===== config.mk =====
export PLATFORM = sky130hd
export DESIGN_NAME = gemm_out_drain
export DESIGN_NICKNAME = d
export VERILOG_FILES = /design/src/rtl/gemm_out_drain.sv
export SDC_FILE = /design/constraint.sdc
export NUM_CORES = 1
export LEC_CHECK = 0
export CORE_MARGIN = 8
export CORE_UTILIZATION = 50
export CTS_BUF_LIST = sky130_fd_sc_hd__clkbuf_8 sky130_fd_sc_hd__clkbuf_16
export CTS_CLUSTER_DIAMETER = 150
export DETAILED_ROUTE_END_ITERATION = 12
export PLACE_DENSITY_LB_ADDON = 0.1
export SLEW_MARGIN = 20
export SYNTH_ARGS = -nofsm -noshare
export SYNTH_HDL_FRONTEND = slang
export SYNTH_SLANG_ARGS = --single-unit

===== constraint.sdc =====
create_clock -name clk -period 8.1 [get_ports clk]
set_input_delay 2.43 -clock clk [delete_from_list [all_inputs] [get_ports clk]]
set_output_delay 2.43 -clock clk [all_outputs]
set_load 0.02 [all_outputs]

===== src/rtl/gemm_out_drain.sv =====
// gemm_out_drain
//   Drains the GEMM array's result vectors. Each element is requantized
//   (rounding arithmetic right shift, then signed saturation), whole vectors
//   are buffered in a small FIFO, and the head vector is serialized one
//   element per cycle onto a valid/ready stream.
//
// Ports
//   clk        clock, rising edge
//   rst        asynchronous active-low reset
//   in_valid   one-cycle pulse, in_data holds a result vector
//   in_data    N signed elements of DATA_WIDTH_IN
//   cfg_shift  requant right-shift amount, sampled with in_valid
//   in_ready   FIFO not full (informational, the array never stalls)
//   m_valid    output element valid
//   m_ready    sink accepts the element
//   m_data     current element, signed DATA_WIDTH_OUT
//   m_index    element index within its vector
//   m_last     high on the final element of a vector
//   overflow   sticky, set when a vector is dropped
//   drop_cnt   saturating count of dropped vectors
//
// Build option
//   GEMM_OUT_DRAIN_RELU_EN : when defined, negative saturated results become 0.
//
// Serializer states
//   state | meaning
//   IDLE  | FIFO empty, nothing presented
//   SEND  | head vector element idx presented on the stream

module gemm_out_drain #(
    parameter int N              = 4,
    parameter int DATA_WIDTH_IN  = 16,
    parameter int DATA_WIDTH_OUT = 8,
    parameter int DEPTH          = 4,
    parameter int SHIFT_W        = 4,
    localparam int IDX_W         = (N > 1) ? $clog2(N) : 1
) (
    input  logic                             clk,
    input  logic                             rst,
    input  logic                             in_valid,
    input  logic signed [DATA_WIDTH_IN-1:0]  in_data [N],
    input  logic        [SHIFT_W-1:0]        cfg_shift,
    output logic                             in_ready,
    output logic                             m_valid,
    input  logic                             m_ready,
    output logic signed [DATA_WIDTH_OUT-1:0] m_data,
    output logic        [IDX_W-1:0]          m_index,
    output logic                             m_last,
    output logic                             overflow,
    output logic        [15:0]               drop_cnt
);

    localparam int PTR_W = $clog2(DEPTH);
    localparam logic [IDX_W-1:0] LAST_IDX = IDX_W'(N - 1);
    localparam logic [PTR_W:0] FULL_CNT = (PTR_W + 1)'(DEPTH);

    typedef enum logic {IDLE, SEND} state_t;

    state_t state_q, state_d;
    logic [IDX_W-1:0] idx_q, idx_d;

    logic signed [DATA_WIDTH_OUT-1:0] s_data [N];
    logic s_valid;

    logic signed [DATA_WIDTH_OUT-1:0] mem [DEPTH][N];
    logic [PTR_W-1:0] wr_ptr, rd_ptr;
    logic [PTR_W:0] count;
    logic full, push, pop, drop;

    function automatic logic signed [DATA_WIDTH_OUT-1:0] requant(
        input logic signed [DATA_WIDTH_IN-1:0] x,
        input logic        [SHIFT_W-1:0]       s
    );
        logic signed [DATA_WIDTH_IN:0]    xe, bias, rnd;
        logic signed [DATA_WIDTH_OUT-1:0] y;
        xe   = DATA_WIDTH_IN'(x);
        bias = '0;
        rnd  = xe;
        if (int'(s) >= DATA_WIDTH_IN) begin
            // Half-up rounding of any DATA_WIDTH_IN-bit value by this many
            // bits lands on 0, and the bias would not fit the extended width.
            rnd = '0;
        end else if (s != '0) begin
            bias = (DATA_WIDTH_IN + 1)'(1) << (s - 1'b1);
            rnd  = (xe + bias) >>> s;
        end
        if (rnd > $signed({{(DATA_WIDTH_IN - DATA_WIDTH_OUT + 2){1'b0}}, {(DATA_WIDTH_OUT - 1){1'b1}}}))
            y = {1'b0, {(DATA_WIDTH_OUT - 1){1'b1}}};
        else if (rnd < $signed({{(DATA_WIDTH_IN - DATA_WIDTH_OUT + 2){1'b1}}, {(DATA_WIDTH_OUT - 1){1'b0}}}))
            y = {1'b1, {(DATA_WIDTH_OUT - 1){1'b0}}};
        else
            y = rnd[DATA_WIDTH_OUT-1:0];
`ifdef GEMM_OUT_DRAIN_RELU_EN
        if (y < 0)
            y = '0;
`endif
        return y;
    endfunction

    assign full     = (count == FULL_CNT);
    assign in_ready = !full;
    // A full FIFO still accepts when the head leaves on the same edge.
    assign push     = s_valid && (!full || pop);
    assign drop     = s_valid && !push;

    always_ff @(posedge clk or negedge rst) begin
        if (!rst) begin
            s_valid <= 1'b0;
            for (int i = 0; i < N; i++)
                s_data[i] <= '0;
        end else begin
            s_valid <= in_valid;
            if (in_valid)
                for (int i = 0; i < N; i++)
                    s_data[i] <= requant(in_data[i], cfg_shift);
        end
    end

    always_ff @(posedge clk) begin
        if (push)
            mem[wr_ptr] <= s_data;
    end

    always_ff @(posedge clk or negedge rst) begin
        if (!rst) begin
            wr_ptr   <= '0;
            rd_ptr   <= '0;
            count    <= '0;
            overflow <= 1'b0;
            drop_cnt <= '0;
        end else begin
            if (push)
                wr_ptr <= wr_ptr + 1'b1;
            if (pop)
                rd_ptr <= rd_ptr + 1'b1;
            case ({push, pop})
                2'b10:   count <= count + 1'b1;
                2'b01:   count <= count - 1'b1;
                default: count <= count;
            endcase
            if (drop) begin
                overflow <= 1'b1;
                if (drop_cnt != 16'hFFFF)
                    drop_cnt <= drop_cnt + 1'b1;
            end
        end
    end

    always_ff @(posedge clk or negedge rst) begin
        if (!rst) begin
            state_q <= IDLE;
            idx_q   <= '0;
        end else begin
            state_q <= state_d;
            idx_q   <= idx_d;
        end
    end

    always_comb begin
        state_d = state_q;
        idx_d   = idx_q;
        pop     = 1'b0;
        m_valid = 1'b0;
        m_data  = '0;
        m_index = '0;
        m_last  = 1'b0;
        case (state_q)
            IDLE: begin
                idx_d = '0;
                if (count != '0)
                    state_d = SEND;
            end
            SEND: begin
                m_valid = 1'b1;
                m_data  = mem[rd_ptr][idx_q];
                m_index = idx_q;
                m_last  = (idx_q == LAST_IDX);
                if (m_ready) begin
                    if (idx_q != LAST_IDX) begin
                        idx_d = idx_q + 1'b1;
                    end else begin
                        pop   = 1'b1;
                        idx_d = '0;
                        // After the pop, a staged vector always lands, so
                        // the FIFO is empty only if it held one and none is staged.
                        if (count == (PTR_W + 1)'(1) && !s_valid)
                            state_d = IDLE;
                    end
                end
            end
            default: state_d = IDLE;
        endcase
    end

endmodule


==> metrics.log <==
[metrics] run status: finished, final reports clean
[metrics] path depth of the worst reg2reg path: 10
[metrics] endpoint required time on the critical path: 8.41 ns
[metrics] total CTS buffers: 17
[metrics] top flip-flop cell by instance count after synthesis: edfxtp_1
[metrics] worst stage delay on the critical path: 0.79 ns
[metrics] maximum count of clock buffers along a single path: 2
[metrics] Horiz. Die Dim: 198 µm
[metrics] top cell types by occurrence after synthesis: nand2_1 (165), nor2_1 (160), edfxtp_1 (128)
[metrics] shortest period the worst path allows: 7.43 ns
[metrics] clock sinks: 188
[metrics] effective utilization at floorplan: 51.0%
[metrics] routed wire length: 62.4 mm
[metrics] placed inst area: 18000 µm²
[metrics] critical path depth: 15
[metrics] number of buffers inserted for hold repair after clock tree synthesis: 0
[metrics] largest area contributor in the synthesized netlist: edfxtp_1
[metrics] TritonRoute pass-1 iters: 6
[metrics] async set-reset flop share out of synthesis: 31.9%
[metrics] port bufs: 101
[metrics] remaining max-slew budget at the tightest pin: 34.5%
[metrics] antenna fix cells: 0
[metrics] crit path capture type: flip-flop
[metrics] TritonCTS clock tree: built
[metrics] initial antenna violation count: 1
[metrics] Leak Pwr: 0.00686 µW
[metrics] post-synthesis cell area: 16600 µm²
[metrics] instance count of the mapped netlist: 1836
[metrics] total placed cells including tap cells: 2287
[metrics] insertion delay to the later sink of the worst-skew pair: 0.42 ns
[metrics] count of final max-slew check failures: 0
[metrics] global-route wire length before repair: 94.9 mm
[metrics] startpoint-to-endpoint class of the critical path: in -> reg
[metrics] setup repair after global routing missed its margin: false
[metrics] cell area power density: 204 nW/µm²
[metrics] Non-Filler Instances: 2319
[metrics] via count of the first global-routing pass: 15000
[metrics] Detailed Place HPWL: 46.6 mm
[metrics] Unique masters post-synth: 112
[metrics] most frequent cell after synthesis: nand2_1
[metrics] area added between synthesis and finish: 11.7%
[metrics] vias per inst: 6.85
[metrics] largest clock skew in the final design: 0.00603 ns
[metrics] antenna-violating nets left: 0
[metrics] mean instance size in the synthesized netlist: 9.05 µm²
[metrics] Yosys warning total: 0
[metrics] net total in the final layout: 1983
[metrics] total buffers and inverters traversed by the critical path: 2
[metrics] Die Height: 198 µm
[metrics] maximum net fanout on the critical path: 37
[metrics] max_cap viols: 0
[metrics] clock root buffer: clkbuf_16
[metrics] setup slack of the most critical reg-to-reg path: 4.87 ns
[metrics] Max rail drop VDD: 0.286 mV
[metrics] post-cts sizing count: 0
[metrics] Net Count, Synth: 1955
[metrics] area of all placed cells without fillers: 18600 µm²
[metrics] maximum number of pins on one net before global-route repair: 61
[metrics] count of H-tree levels built during CTS: 4
[metrics] final weighted congestion of routability-driven global placement: 1.04
[metrics] post-DR wirelength/cell: 26.9 µm
[metrics] total via count after detailed routing: 15900
[metrics] list of cells traversed by the critical path: buf_4 -> nand2_1 -> nor2_1 -> ha_1 -> o2111a_1 -> a221oi_1 -> mux2_2 -> o221ai_1 -> a2111oi_0 -> nor4_1 -> a31oi_1 -> a222oi_1 -> inv_1 -> a41oi_1 -> o32ai_1
[metrics] Post CTS Setup Buffer Count: 0
[metrics] top achievable clock speed: 135 MHz
[metrics] transition at the pin with the smallest max-transition slack: 0.958 ns
[metrics] data arrival time of the worst path: 7.74 ns
[metrics] total routing usage reported by global routing: 31.4%
[metrics] cell type of the slowest stage on the worst timing path: a2111oi_0
[metrics] clock-pin slew on the worst setup and hold paths: 0.06 ns
[metrics] worst hold path class: reg -> reg
[metrics] sequential element share of the synthesized area: 32.2%
[metrics] number of enable-type register cells in the synthesized netlist: 128
[metrics] category of cells accounting for the largest share of critical-path delay: compound AO/OA/AOI/OAI gates
[metrics] proportion of netlist area held by the largest area contributor: 23.1%
[metrics] hold depth: 1
[metrics] total setup violations reported at the end of the flow: 0
[metrics] setup tns final: 0 ns
[metrics] final critical-path share of the clock period: 91.7%
[metrics] Post-route DRC: 0
[metrics] layout cells sized above 1: 11.5%
[metrics] GRT overflow: 0
[metrics] iteration-0 DRC count of the detailed router: 2109
[metrics] floorplan die area: 39300 µm²
[metrics] top post-synthesis cells by area: edfxtp_1 (23%), dfrtp_1 (9.0%), mux4_2 (6.8%)
[metrics] final number of hold-violating endpoints: 0
[metrics] I/O pin total: 102
[metrics] core region area: 32600 µm²
[metrics] Core Rows: 66
[metrics] number of flip-flops and latches in the synthesized netlist: 188
[metrics] Worst Setup Start Kind: primary input
## registers in the layout (all words and copies together), names as in the netlist, 2 cells and up
name,count
count,3
drop_cnt,16
idx_q,2
mem,128
rd_ptr,2
s_data,32
wr_ptr,2
## cell usage in the layout, fill, tap and decap left out, drive strengths merged, types with 12 or more instances in the layout
cell	instances
a2111oi	14
a211oi	26
a21o	38
a21oi	111
a22oi	13
a31oi	30
and2	33
and3	25
buf	63
clkbuf	17
clkdlybuf4s50	95
dfrtp	60
edfxtp	128
ha	47
inv	36
mux2	19
mux2i	36
mux4	50
nand2	165
nand2b	14
nand3	35
nand4	12
nor2	161
nor2b	20
nor3	44
nor4	17
o2111ai	12
o211ai	50
o21a	17
o21ai	116
o221ai	12
o22ai	37
or3	13
xnor2	61
xor2	34
## routing by layer
| metal | track usage, % | routed length (µm) |
|---|---|---|
| met5 | 0 | 13 |
| met4 | 10.5 | 2140 |
| met3 | 6.10 | 6280 |
| met2 | 47.7 | 27200 |
| met1 | 44.4 | 26800 |
## layout make-up
cell class                      count  area [µm²]
Clock buffer                       17         425
Clock inverter                     15         179
Fill cell                        2930       14100
Inverter                           34         128
Multi-Input combinational cell   1465       10500
Sequential cell                   188        5350
Tap cell                          442         553
Timing Repair Buffer              158        1430
## power breakdown
| part | leakage [µW] | internal (µW) | total (µW) | switching, µW |
|---|---|---|---|---|
| registers | 0.00182 | 1250 | 1390 | 140 |
| logic | 0.00475 | 696 | 1560 | 866 |
| clock network | 0.000293 | 510 | 846 | 336 |
## worst reg2reg max path, stage by stage, from the launching register on
cell	delay [ns]
dfrtp_1	0.63
ha_1	0.37
and3_1	0.22
nor2_1	0.16
nand2_1	0.10
a21oi_1	0.47
nand3_1	0.16
or3_1	0.40
nor3_1	0.30
nand3_1	0.15
xnor2_1	0.14
## worst paths after layout
check	endpoint	from
min reg2reg	overflow	overflow
max	s_data[6]	cfg_shift[1]
max in group asynchronous	rd_ptr[0]	rst
min in group asynchronous	s_data[4]	rst
min	overflow	overflow
max reg2reg	drop_cnt[15]	idx_q[0]
## metrics by stage
step / util, % / setup slack, ns / power, µW / hold slack (ns)
finish: 56.9 / 0.669 / 3800 / 0.483
global route: 56.9 / 0.548 / 3980 / 0.516
CTS: 56.9 / 0.902 / 3810 / 0.483
detailed placement: 55.1 / 0.453 / 2960 / 0.467
global placement: 55.1 / 0.475 / 2930 / 0.451
floorplan: - / 0.0832 / 2390 / 0.465
## kinds of logic after synthesis
group | share of synthesized area (%)
AO/OA/AOI/OAI | 25.7
XOR/XNOR | 5.14
adder cells (fa/ha/maj) | 3.54
buffers and inverters | 4.62
flip-flops | 32.2
multiplexers | 10.2
AND/OR/NAND/NOR | 18.6
Note: power is estimated with default switching activity, not from simulation.
